<file path="src/rtl/pc_sequencer.sv">
// -----------------------------------------------------------------------------
// pc_sequencer
//
// Next-PC controller for the fetch stage. It owns the PC register and picks the
// next fetch address on every falling clock edge. The sources, from highest to
// lowest priority, are:
//   - exception (optional)
//   - jump
//   - taken branch
//   - stall (hold)
//   - sequential pc + 4
// After each redirect it issues REDIRECT_BUBBLES cycles of IF/ID flush.
//
// Optional feature:
//   PC_SEQ_EXC_EN - when defined, adds the exc_req port. An exception request
//                   redirects to EXC_VECTOR with top priority. When undefined,
//                   the exception source is tied off and EXC_VECTOR has no
//                   effect.
//
// Parameters:
//   RESET_VECTOR      PC value loaded by reset
//   EXC_VECTOR        exception handler address
//   REDIRECT_BUBBLES  flush cycles after a redirect (1..3)
//
// Ports:
//   clk            pipeline clock; all state changes on its falling edge
//   reset          asynchronous, active-high
//   stall          hazard-unit hold request
//   branch_taken   branch resolved taken; branch_target is its destination
//   jump           jump request; jump_target is its destination
//   exc_req        exception request (PC_SEQ_EXC_EN only)
//   pc             current fetch address
//   pc_plus4       pc + 4, combinational
//   fetch_valid    fetched instruction is to be used
//   flush_ifid     squash IF/ID register contents
//   misalign       one-cycle pulse: redirect target had bits [1:0] != 0
//   seq_state      FSM state (BOOT=0, RUN=1, HOLD=2, FLUSH=3), for debug
// -----------------------------------------------------------------------------
module pc_sequencer #(
   parameter logic [31:0] RESET_VECTOR     = 32'h0000_0000,
   parameter logic [31:0] EXC_VECTOR       = 32'h0000_0180,
   parameter int unsigned REDIRECT_BUBBLES = 1
) (
   input  logic        clk,
   input  logic        reset,
   input  logic        stall,
   input  logic        branch_taken,
   input  logic [31:0] branch_target,
   input  logic        jump,
   input  logic [31:0] jump_target,
`ifdef PC_SEQ_EXC_EN
   input  logic        exc_req,
`endif
   output logic [31:0] pc,
   output logic [31:0] pc_plus4,
   output logic        fetch_valid,
   output logic        flush_ifid,
   output logic        misalign,
   output logic [1:0]  seq_state
);

   typedef enum logic [1:0] {
      BOOT  = 2'd0,
      RUN   = 2'd1,
      HOLD  = 2'd2,
      FLUSH = 2'd3
   } state_t;

   localparam logic [1:0] BUBBLES = REDIRECT_BUBBLES[1:0];

   state_t      state_q, state_d;
   logic [31:0] pc_q, pc_d;
   logic        fetch_valid_q, fetch_valid_d;
   logic        flush_ifid_q, flush_ifid_d;
   logic        misalign_q, misalign_d;
   logic [1:0]  bubble_cnt_q, bubble_cnt_d;

   logic        exc_s;
   logic        redirect_s;
   logic [31:0] target_s;

   // Without the exception feature the source is tied low, so the shared
   // priority mux reduces to jump > branch.
`ifdef PC_SEQ_EXC_EN
   assign exc_s = exc_req;
`else
   assign exc_s = 1'b0;
`endif

   // Redirect request and its target, in priority order.
   always_comb begin
      redirect_s = exc_s | jump | branch_taken;
      if (exc_s) begin
         target_s = EXC_VECTOR;
      end else if (jump) begin
         target_s = jump_target;
      end else begin
         target_s = branch_target;
      end
   end

   // Next-state and next-output computation.
   always_comb begin
      state_d       = state_q;
      pc_d          = pc_q;
      fetch_valid_d = 1'b0;
      flush_ifid_d  = 1'b0;
      misalign_d    = 1'b0;
      bubble_cnt_d  = bubble_cnt_q;
      case (state_q)
         BOOT: begin
            // Single settling cycle: requests, including stall, are ignored.
            state_d = RUN;
         end
         RUN, HOLD, FLUSH: begin
            if (redirect_s) begin
               // Redirect beats stall. The target is word-aligned by force and
               // the dropped low bits are reported.
               pc_d         = {target_s[31:2], 2'b00};
               misalign_d   = |target_s[1:0];
               bubble_cnt_d = BUBBLES;
               flush_ifid_d = 1'b1;
               state_d      = FLUSH;
            end else if (state_q == FLUSH) begin
               bubble_cnt_d = bubble_cnt_q - 2'd1;
               if (stall) begin
                  pc_d = pc_q;
               end else begin
                  pc_d = pc_q + 32'd4;
               end
               // On the last bubble, fall into HOLD or RUN depending on stall.
               if (bubble_cnt_q == 2'd1) begin
                  if (stall) begin
                     state_d = HOLD;
                  end else begin
                     state_d       = RUN;
                     fetch_valid_d = 1'b1;
                  end
               end else begin
                  flush_ifid_d = 1'b1;
               end
            end else if (stall) begin
               state_d = HOLD;
            end else begin
               // Also the HOLD exit: pc advances on the edge stall drops.
               state_d       = RUN;
               pc_d          = pc_q + 32'd4;
               fetch_valid_d = 1'b1;
            end
         end
         default: begin
            state_d = BOOT;
         end
      endcase
   end

   // State and registered outputs; updates on the falling edge.
   always_ff @(negedge clk or posedge reset) begin
      if (reset) begin
         state_q       <= BOOT;
         pc_q          <= RESET_VECTOR;
         fetch_valid_q <= 1'b0;
         flush_ifid_q  <= 1'b0;
         misalign_q    <= 1'b0;
         bubble_cnt_q  <= 2'd0;
      end else begin
         state_q       <= state_d;
         pc_q          <= pc_d;
         fetch_valid_q <= fetch_valid_d;
         flush_ifid_q  <= flush_ifid_d;
         misalign_q    <= misalign_d;
         bubble_cnt_q  <= bubble_cnt_d;
      end
   end

   assign pc          = pc_q;
   assign pc_plus4    = pc_q + 32'd4;
   assign fetch_valid = fetch_valid_q;
   assign flush_ifid  = flush_ifid_q;
   assign misalign    = misalign_q;
   assign seq_state   = state_q;

endmodule

</file>
<file path="config.mk">
export PLATFORM = sky130hd
export DESIGN_NAME = pc_sequencer
export DESIGN_NICKNAME = d
export VERILOG_FILES = /design/src/rtl/pc_sequencer.sv
export SDC_FILE = /design/constraint.sdc
export NUM_CORES = 1
export LEC_CHECK = 0
export BUFFER_PORTS_ARGS = -buffer_cell sky130_fd_sc_hd__clkbuf_2
export CAP_MARGIN = 20
export CELL_PAD_IN_SITES_DETAIL_PLACEMENT = 0
export CELL_PAD_IN_SITES_GLOBAL_PLACEMENT = 1
export CORE_ASPECT_RATIO = 2
export CORE_MARGIN = 3
export CORE_UTILIZATION = 35
export CTS_BUF_LIST = sky130_fd_sc_hd__clkbuf_4 sky130_fd_sc_hd__clkbuf_8 sky130_fd_sc_hd__clkbuf_16
export CTS_CLUSTER_SIZE = 10
export DETAILED_ROUTE_END_ITERATION = 10
export PLACE_DENSITY = 0.84
export REMOVE_ABC_BUFFERS = 1
export SLEW_MARGIN = 20
export SYNTH_ARGS = -nofsm -noshare
export SYNTH_HDL_FRONTEND = slang
export SYNTH_SLANG_ARGS = --single-unit
export TNS_END_PERCENT = 30
</file>
<file path="constraint.sdc">
create_clock -name clk -period 4.45 [get_ports clk]
set_input_delay 0.89 -clock clk [delete_from_list [all_inputs] [get_ports clk]]
set_output_delay 0.89 -clock clk [all_outputs]
set_load 0.02 [all_outputs]
</file>
==> impl_metrics.csv, run 1 <==
group,metric,value,unit
power,p_total,1.41,mW
finish,utilization,65.5,%
synth,yosysWarnings,0,
synth,syn_area,0.00281,mm^2
setup_path,startpoint,"pc[13]$_DFFE_NP0P_",
synth,synth-main-ff-cell,"dfrtn_1",
setup_path,critical_path_class,"reg -> out",
finish,drive_above_1_share,53.8,%
drt,firstDrtPassIters,4,
placement,placed_cells,626,
clocking,cts.path.max_buffers,2,
power,irDropWorstVdd,0.000170,V
clocking,ctsHoldBuffers,0,
global_routing,grt_pass1_wl,18100,um
finish,syn_to_final_growth,79.8,%
floorplanning,dieArea,0.00920,mm^2
timing,finClkSkew,3.92,ps
clocking,clkTransAtPathRegs,40,ps
setup_path,cp.required,3560,ps
job,drv_cap,0,
global_routing,grt_max_degree,38,
finish,antennaDiodeCount,0,
floorplanning,initial_core_util,36.4,%
drt,vias_per_cell,5.43,
power,combPwrFrac,43.1,%
power,power_density,278,mW/mm^2
clocking,cts_buffers,5,
power,swShare,36.7,%
floorplanning,die_h,133,um
setup_path,crit_path_max_fanout,6,
clocking,cts_max_level,2,
synth,synthCells,344,
power,power_frac_clock,27.1,%
drt,vias,3688,
clocking,cts_tree,"done",
floorplanning,ioPinCount,138,
synth,synth-seq-cells,37,
timing,hold_viol,0,
global_routing,antenna_found_initial,0,
synth,synth_edf_count,0,
drt,wl_per_cell,17.0,um
clocking,clock_latency,310,ps
placement,post-dp-hpwl,8130,um
power,p_seq_share,29.7,%
placement,dp_worst_setup_slack,-566,ps
power,p_switching,0.516,mW
timing,fin_ws,-773,ps
setup_path,startpoint_type,"register",
synth,async_flop_share,100,%
global_routing,grt_usage,24.2,%
floorplanning,num_rows,45,
synth,syn_avg_cell_area,8.17,um^2
drt,antenna_left,0,
power,p_int,0.889,mW
floorplanning,core,0.00771,mm^2
timing,setup_violations,29,
floorplanning,die_w,69.3,um
synth,synth_cell_type_count,52,
timing,worst_pin_slew,720,ps
finish,nets,655,
setup_path,rr_startpoint,"pc[13]$_DFFE_NP0P_",
timing,final_max_slew_viol_count,0,
worst_hold_path,min_path_type,"reg -> reg",
clocking,root_buffer,"clkbuf_16",
finish,nFillCells,603,
drt,drc,0,
timing,slew_headroom,51.9,%
global_routing,overflow,0,
placement,gp_congestion,0.886,
power,p_leak,2.49,nW
timing,rsz0062_at_grt,"yes",
setup_path,worstPathArrival,4330,ps
outcome,status,"finished with violations",
worst_hold_path,min_from,"bubble_cnt_q[1]$_DFFE_NP0P_",
global_routing,grt_pass1_vias,3844,
clocking,clock_sink_count,37,
placement,port_buffers,133,
setup_path,cp-end-kind,"output pin",
drt,wirelength,11600,um
drt,drtIter0Drc,266,
finish,stdcell_count,679,
outcome,failed_checks,"setup timing",
synth,ys_seq_area_share,33.0,%
## cell type report
cell class / count / area [um^2] / share of cell area [%]
well taps: 94 / 118 / 2.33
inverters: 9 / 33.8 / 0.669
multi-input cells: 270 / 1960 / 38.9
repair buffers: 261 / 1850 / 36.7
clock inverters: 1 / 5.00 / 0.0991
flip-flops and latches: 37 / 926 / 18.3
clock buffers: 7 / 153 / 3.02
## flip-flops by register name (all words and copies together) (netlist names)
name          count
seq_state         2
flush_ifid        1
fetch_valid       1
bubble_cnt_q      2
misalign          1
pc               30
## synthesized netlist by cell type (2+ instances only)
cell	n	area, um^2
a31oi_1	8	50.1
nand4_1	7	43.8
a2bb2oi_1	3	26.3
a41oi_1	2	17.5
o21ai_0	34	170
nor3_2	3	30.0
a22o_1	2	17.5
nor3b_1	2	15.0
and3_1	8	50.1
clkbuf_1	19	71.3
a221oi_1	4	35.0
nand2_1	31	116
o2bb2ai_1	3	26.3
a222oi_1	2	20.0
nor2b_1	3	18.8
nor3_1	9	45.0
a22oi_1	3	22.5
xor2_1	14	123
buf_2	6	30.0
nor2_1	22	82.6
buf_4	4	30.0
a21oi_1	16	80.1
a211oi_1	6	45.0
o21a_1	6	45.0
nand3_1	11	55.1
xnor2_1	14	123
dfrtn_1	37	926
ha_1	2	25.0
or2_2	4	25.0
mux2i_1	2	20.0
nand3_2	2	20.0
o22a_1	9	78.8
inv_1	9	33.8
o22ai_1	15	93.8
nand2b_1	2	12.5
o31a_1	2	17.5
o31ai_1	2	15.0
nor4_1	2	12.5
## stage by stage
step / cell area, um^2 / hold slack [ps] / setup TNS, ps
6_report: 5050 / 457 / -16420
5_1_grt: 5050 / 518 / -18780
4_1_cts: 4800 / 458 / -15890
3_5_place_dp: 4150 / 456 / -9540
3_3_place_gp: 4150 / 453 / -8920
2_1_floorplan: 2670 / 433 / -30200
## power by group through the flow
| stage | clock [mW] | combinational (mW) | sequential (mW) |
|---|---|---|---|
| 2_1_floorplan | 0 | 0.216 | 0.491 |
| 3_3_place_gp | 0 | 0.531 | 0.417 |
| 4_1_cts | 0.387 | 0.579 | 0.415 |
| 3_5_place_dp | 0 | 0.541 | 0.420 |
| 6_report | 0.381 | 0.606 | 0.418 |
| 5_1_grt | 0.401 | 0.651 | 0.423 |
## worst max-delay path: stages, from the launching register on
cell and delay, ps:
dfrtn_1 430, nand4_2 110, or3_1 380, buf_6 160
buf_6 120, nor3_4 210, xor2_1 220, buf_4 180
## cells by family after synthesis
| family | after synthesis | share of synthesized area, % |
|---|---|---|
| compound gates | 122 | 28.6 |
| xor+xnor | 28 | 8.73 |
| fa+ha+maj | 2 | 0.891 |
| buf+inv | 40 | 6.41 |
| flops | 37 | 33.0 |
| mux | 2 | 0.713 |
| other cells | 1 | 0.134 |
| simple gates | 112 | 21.5 |
## cell usage in the layout, fill, tap and decap left out, types with 3 or more instances in the layout
cell / Yosys / routed
a2bb2oi_1: 3 / 3
o22a_1: 9 / 9
a22oi_1: 3 / 3
nor3_4: 1 / 5
nand3_2: 2 / 3
a211oi_1: 6 / 5
nand4_1: 7 / 7
o21a_1: 6 / 6
a21oi_1: 16 / 15
a221oi_1: 4 / 4
xor2_2: 0 / 4
nand3_1: 11 / 9
clkbuf_8: 0 / 3
o22ai_1: 15 / 15
nor3_1: 9 / 5
nand2_1: 31 / 29
nor2b_1: 3 / 3
nor3_2: 3 / 3
o21ai_0: 34 / 34
xnor2_2: 0 / 6
buf_6: 1 / 22
buf_4: 4 / 124
clkbuf_2: 0 / 106
and3_4: 0 / 3
xnor2_1: 14 / 7
and3_1: 8 / 5
conb_1: 1 / 4
o2bb2ai_1: 3 / 3
nor2_1: 22 / 16
clkbuf_16: 0 / 5
dfrtn_1: 37 / 37
xor2_1: 14 / 10
buf_12: 0 / 5
inv_1: 9 / 9
a31oi_1: 8 / 8
nor2_4: 0 / 4
## final timing paths
path                                                to  slack (ps)  depth (start not counted)
setup / recovery                          pc_plus4[20]        -770                          7
hold / removal             bubble_cnt_q[1]$_DFFE_NP0P_         460                          2
setup reg to reg                    pc[29]$_DFFE_NP0P_        -510                         35
hold reg to reg            bubble_cnt_q[1]$_DFFE_NP0P_         460                          2
max in group asynchronous           pc[31]$_DFFE_NP0P_        1250                          3
min in group asynchronous            pc[7]$_DFFE_NP0P_        2800                          3
## layer usage
| metal | global-route usage, % | vias up | wire length (um) |
|---|---|---|---|
| li1 | - | 1743 | - |
| met1 | 23.4 | 1784 | 4050 |
| met2 | 48.2 | 127 | 6670 |
| met3 | 2.59 | 34 | 456 |
| met4 | 12.6 | 0 | 399 |
| met5 | 0 | - | 0 |
## what timing repair did
action,in CTS,in global routing
endpoints found under the setup margin,28,29
gates cloned,0,0
buffers inserted,35,11
resized for setup,58,61
pin swaps,25,14
Note: power is estimated with default switching activity, not from simulation.
==> inputs of run 2 (changes only) <==
--- a/config.mk
+++ b/config.mk
@@ -17,6 +17,8 @@
 export DETAILED_ROUTE_END_ITERATION = 10
 export PLACE_DENSITY = 0.84
 export REMOVE_ABC_BUFFERS = 1
+export SETUP_SLACK_MARGIN = 0.5
+export SKIP_LAST_GASP = 1
 export SLEW_MARGIN = 20
 export SYNTH_ARGS = -nofsm -noshare
 export SYNTH_HDL_FRONTEND = slang
==> run 2 against run 1 <==
Net effect:
- highest routed layer unchanged
- the run still ends with setup timing left
- cell count is 1.6% higher
- sequential share of layout area is 0.46 points lower
- non-clock buffer count is 11 higher
- critical endpoint is now pc[29]$_DFFE_NP0P_
- combinational power is 3.3% higher
- sequential power hardly changed
==> impl_metrics.csv, run 2 (same netlist as run 1, synthesis figures left out) <==
group,metric,value,unit
setup_path,cp.required,6990,ps
finish,antennaDiodeCount,0,
global_routing,grt_pass1_vias,3888,
global_routing,grt_pass1_wl,18100,um
placement,placed_cells,626,
clocking,cts_tree,"done",
finish,nets,666,
floorplanning,dieArea,0.00920,mm^2
floorplanning,num_rows,45,
power,p_switching,0.525,mW
power,combPwrFrac,44.0,%
timing,fin_ws,-722,ps
floorplanning,die_h,133,um
drt,vias,3729,
timing,finClkSkew,3.81,ps
setup_path,cp_slowest_cell,"dfrtn_1",
drt,wl_per_cell,17.2,um
power,power_density,275,mW/mm^2
floorplanning,die_w,69.3,um
setup_path,critical_path_class,"reg -> reg",
drt,vias_per_cell,5.40,
placement,gp_congestion,0.886,
placement,port_buffers,133,
drt,drc,0,
finish,stdcell_count,690,
clocking,ctsHoldBuffers,0,
finish,post-route-cell-area,0.00518,mm^2
drt,drtIter0Drc,230,
setup_path,worstPathArrival,7710,ps
clocking,clkTransAtPathRegs,50,ps
setup_path,startpoint_type,"register",
power,p_int,0.898,mW
timing,fmax,193,MHz
power,p_seq_share,29.3,%
global_routing,overflow,0,
timing,slew_headroom,52.2,%
timing,setup_violations,29,
setup_path,path_buf_inv,31,
floorplanning,ioPinCount,138,
clocking,cts.path.max_buffers,2,
setup_path,cpPeakStageDelay,430,ps
outcome,status,"finished with violations",
power,irDropWorstVdd,0.000174,V
setup_path,cp-end-kind,"register",
drt,wirelength,11900,um
global_routing,antenna_found_initial,0,
drt,firstDrtPassIters,5,
power,p_leak,2.56,nW
finish,final_common_cell,"buf_4",
global_routing,grt_usage,24.2,%
power,power_frac_clock,26.7,%
power,p_total,1.42,mW
job,drv_cap,0,
global_routing,grt_max_degree,38,
clocking,root_buffer,"clkbuf_16",
clocking,cts_buffers,5,
setup_path,path_delay_family,"buffers and inverters",
outcome,failed_checks,"setup timing",
timing,min_period_over_period,116,%
clocking,clock_sink_count,37,
timing,final_max_slew_viol_count,0,
worst_hold_path,min_path_type,"reg -> reg",
floorplanning,initial_core_util,36.4,%
finish,largest_reg_flops,30,
power,swShare,36.9,%
setup_path,crit_path_max_fanout,5,
floorplanning,core,0.00771,mm^2
finish,syn_to_final_growth,84.4,%
clocking,clock_latency,310,ps
placement,post-dp-hpwl,8130,um
timing,final.min_clock_period,5170,ps
setup_path,crit_top_cell,"buf_4",
timing,worst_pin_slew,716,ps
finish,mostFrequentLayoutCells,"buf_4 (142), clkbuf_2 (105), dfrtn_1 (37)",
timing,rsz0062_at_grt,"yes",
timing,hold_viol,0,
clocking,cts_max_level,2,
drt,antenna_left,0,
placement,postPlaceCellArea,0.00415,mm^2
finish,drive_above_1_share,55.4,%
placement,dp_worst_setup_slack,-566,ps
run 2: metal layers:
metal  share of wire [%]  global-route usage (%)  routed length [um]  up-vias
met5                   0                       0                   0        -
met3                 4.2                    2.51                 500       30
met1                  35                    23.5                4120     1794
li1                    -                       -                   -     1768
met4                 3.2                    12.5                 384        0
met2                  58                    48.0                6860      137
run 2: power groups by stage:
stage | Sequential (mW) | Combinational [mW] | Clock, mW
2_1_floorplan | 0.491 | 0.216 | 0
3_3_place_gp | 0.417 | 0.531 | 0
3_5_place_dp | 0.420 | 0.541 | 0
4_1_cts | 0.415 | 0.583 | 0.387
5_1_grt | 0.422 | 0.670 | 0.402
6_report | 0.417 | 0.626 | 0.380
run 2: final timing paths:
check | start | endpoint | slack [ps] | cells past startpoint
max | pc[13]$_DFFE_NP0P_ | pc[29]$_DFFE_NP0P_ | -720 | 36
min | bubble_cnt_q[1]$_DFFE_NP0P_ | bubble_cnt_q[1]$_DFFE_NP0P_ | 460 | 2
max reg2reg | pc[13]$_DFFE_NP0P_ | pc[29]$_DFFE_NP0P_ | -720 | 36
min reg2reg | bubble_cnt_q[1]$_DFFE_NP0P_ | bubble_cnt_q[1]$_DFFE_NP0P_ | 460 | 2
max in group asynchronous | reset | pc[15]$_DFFE_NP0P_ | 1260 | 3
min in group asynchronous | reset | fetch_valid$_DFF_NP0_ | 2800 | 3
run 2: layout make-up:
class,count,area [um^2]
Inverter,9,33.8
Timing Repair Buffer,272,1920
Fill cell,575,2530
Sequential cell,37,926
Multi-Input combinational cell,270,2020
Clock inverter,1,5.00
Tap cell,94,118
Clock buffer,7,153
run 2: worst min-delay path, delay by kind of cell, from the launching register on:
family	cells	cell delay, ps
AOI/OAI and AO/OA	1	80
and+or+nand+nor	1	70
DFF	1	390
run 2: per-stage QoR:
step	util, %	TNS [ps]	hold slack [ps]
3_5_place_dp	53.8	-9540	456
3_3_place_gp	53.8	-8920	453
5_1_grt	67.1	-18970	518
4_1_cts	63.1	-15880	458
2_1_floorplan	-	-30200	433
6_report	67.1	-16670	458
run 2: timing repair:
item                                    4_1_cts  5_1_grt
hold endpoints to repair                      0        0
pin swaps                                    31       28
endpoints found under the setup margin       89       99
buffers inserted                             39       17
gates resized for setup                      64       64
==> inputs of run 3 (changes only) <==
--- a/config.mk
+++ b/config.mk
@@ -18,6 +18,7 @@
 export PLACE_DENSITY = 0.84
 export REMOVE_ABC_BUFFERS = 1
 export SETUP_SLACK_MARGIN = 0.5
+export SKIP_CTS_REPAIR_TIMING = 1
 export SKIP_LAST_GASP = 1
 export SLEW_MARGIN = 20
 export SYNTH_ARGS = -nofsm -noshare
==> run 3 against run 2 <==
Net effect:
- the run still ends with setup timing left
- critical path depth shrank 27
- total power shrank 0.47%
- critical path type is now reg -> out
- clock skew is essentially flat
- largest power group unchanged
- cell count shrank 6.2%
==> impl_metrics.csv, run 3 (same netlist as run 1, synthesis figures left out) <==
group,metric,value,unit
setup_path,rr_startpoint,"pc[3]$_DFFE_NP0P_",
timing,hold_viol,0,
finish,final_common_cell,"buf_4",
finish,antennaDiodeCount,0,
drt,drc,0,
timing,setup_violations,28,
timing,setup_tns,-14570,ps
timing,final_max_slew_viol_count,0,
setup_path,r2r_cells,9,
setup_path,critical_path_class,"reg -> out",
finish,nets,623,
power,p_leak,2.39,nW
setup_path,startpoint_type,"register",
global_routing,grt_usage,22.0,%
outcome,failed_checks,"setup timing",
setup_path,endpoint,"pc_plus4[28]",
setup_path,crit_path_max_fanout,4,
clocking,cts.path.max_buffers,2,
clocking,root_buffer,"clkbuf_16",
setup_path,path_buf_inv,3,
setup_path,worstPathArrival,4240,ps
outcome,status,"finished with violations",
global_routing,antenna_found_initial,0,
setup_path,cp_cell_sequence,"ha_4 -> nand4_1 -> buf_6 -> buf_6 -> nor2_4 -> and3_4 -> and3_4 -> xor2_1 -> buf_4",
clocking,cts_max_level,2,
clocking,clock_latency,310,ps
job,drv_cap,0,
drt,antenna_left,0,
global_routing,grt_max_degree,38,
floorplanning,initial_core_util,36.4,%
floorplanning,ioPinCount,138,
placement,post-dp-hpwl,8130,um
floorplanning,core,0.00771,mm^2
placement,gp_congestion,0.886,
finish,utilization,63.0,%
clocking,clkTransAtPathRegs,40,ps
power,power_density,292,mW/mm^2
floorplanning,dieArea,0.00920,mm^2
setup_path,r2r-end,"pc[20]$_DFFE_NP0P_",
floorplanning,die_h,133,um
drt,firstDrtPassIters,4,
power,irDropWorstVdd,0.000174,V
global_routing,grt_pass1_wl,16500,um
setup_path,cp-end-kind,"output pin",
finish,syn_to_final_growth,72.9,%
clocking,cts_tree,"done",
timing,rsz0062_at_grt,"yes",
timing,fin_ws,-683,ps
global_routing,overflow,0,
worst_hold_path,min_path_type,"reg -> reg",
setup_path,cp_slowest_cell,"dfrtn_1",
setup_path,cp.required,3560,ps
clocking,cts_buffers,5,
timing,finClkSkew,4.19,ps
placement,dp_worst_setup_slack,-566,ps
placement,port_buffers,133,
drt,wl_per_cell,16.7,um
clocking,clock_sink_count,37,
power,p_total,1.42,mW
drt,vias,3545,
timing,worst_pin_slew,723,ps
setup_path,path_delay_family,"simple AND/OR/NAND/NOR gates",
timing,slew_headroom,51.7,%
global_routing,grt_pass1_vias,3514,
drt,drtIter0Drc,151,
floorplanning,num_rows,45,
setup_path,reg2reg_slack,2530,ps
timing,holdWs,457,ps
setup_path,critical_path_depth,9,
finish,largest_reg_flops,30,
drt,wirelength,10800,um
finish,mostFrequentLayoutCells,"buf_4 (106), clkbuf_2 (104), dfrtn_1 (37)",
drt,vias_per_cell,5.48,
finish,drive_above_1_share,51.7,%
setup_path,startpoint,"pc[3]$_DFFE_NP0P_",
setup_path,cpPeakStageDelay,460,ps
floorplanning,die_w,69.3,um
-- run 3: cell types whose count changed in the layout (fill, tap and decap cells not counted), sizes merged --
cell,delta
clkbuf,-2
buf,-41
-- run 3: worst min path at each step --
stage                     cells past startpoint                          end                         from  slack (ps)
after detailed placement                      2  bubble_cnt_q[1]$_DFFE_NP0P_  bubble_cnt_q[1]$_DFFE_NP0P_         460
final                                         2  bubble_cnt_q[1]$_DFFE_NP0P_  bubble_cnt_q[1]$_DFFE_NP0P_         460
after floorplan                               2  bubble_cnt_q[1]$_DFFE_NP0P_  bubble_cnt_q[1]$_DFFE_NP0P_         430
after global routing                          2  bubble_cnt_q[1]$_DFFE_NP0P_  bubble_cnt_q[1]$_DFFE_NP0P_         520
after global placement                        2  bubble_cnt_q[1]$_DFFE_NP0P_  bubble_cnt_q[1]$_DFFE_NP0P_         450
after CTS                                     2  bubble_cnt_q[1]$_DFFE_NP0P_  bubble_cnt_q[1]$_DFFE_NP0P_         460
-- run 3: metrics by stage --
stage	cells	cell area, um^2
after floorplan	316	2670
after global placement	626	4150
after detailed placement	626	4150
after CTS	634	4310
after global routing	647	4860
final	647	4860
-- run 3: power by group --
part / internal, mW / total (mW) / switching [mW]
registers: 0.385 / 0.417 / 0.0330
clock network: 0.237 / 0.381 / 0.143
logic: 0.274 / 0.618 / 0.344
total: 0.896 / 1.42 / 0.520
-- run 3: cell type report --
cell class | instances | area [um^2]
multi-input cells | 270 | 2040
flip-flops and latches | 37 | 926
inverters | 9 | 33.8
clock buffers | 7 | 153
well taps | 94 | 118
repair buffers | 229 | 1580
fillers | 635 | 2860
clock inverters | 1 | 5.00
-- run 3: worst min-delay path, stage by stage (launching register included) --
cell     delay (ps)
dfrtn_1         390
o21ai_0          80
nand2_1          70
-- run 3: routing by layer --
| metal | part of all wire (%) | vias up | global-route usage, % |
|---|---|---|---|
| li1 | - | 1683 | - |
| met1 | 34 | 1707 | 21.6 |
| met2 | 58 | 128 | 44.3 |
| met3 | 4.9 | 27 | 2.43 |
| met4 | 2.7 | 0 | 9.35 |
| met5 | 0 | - | 0 |
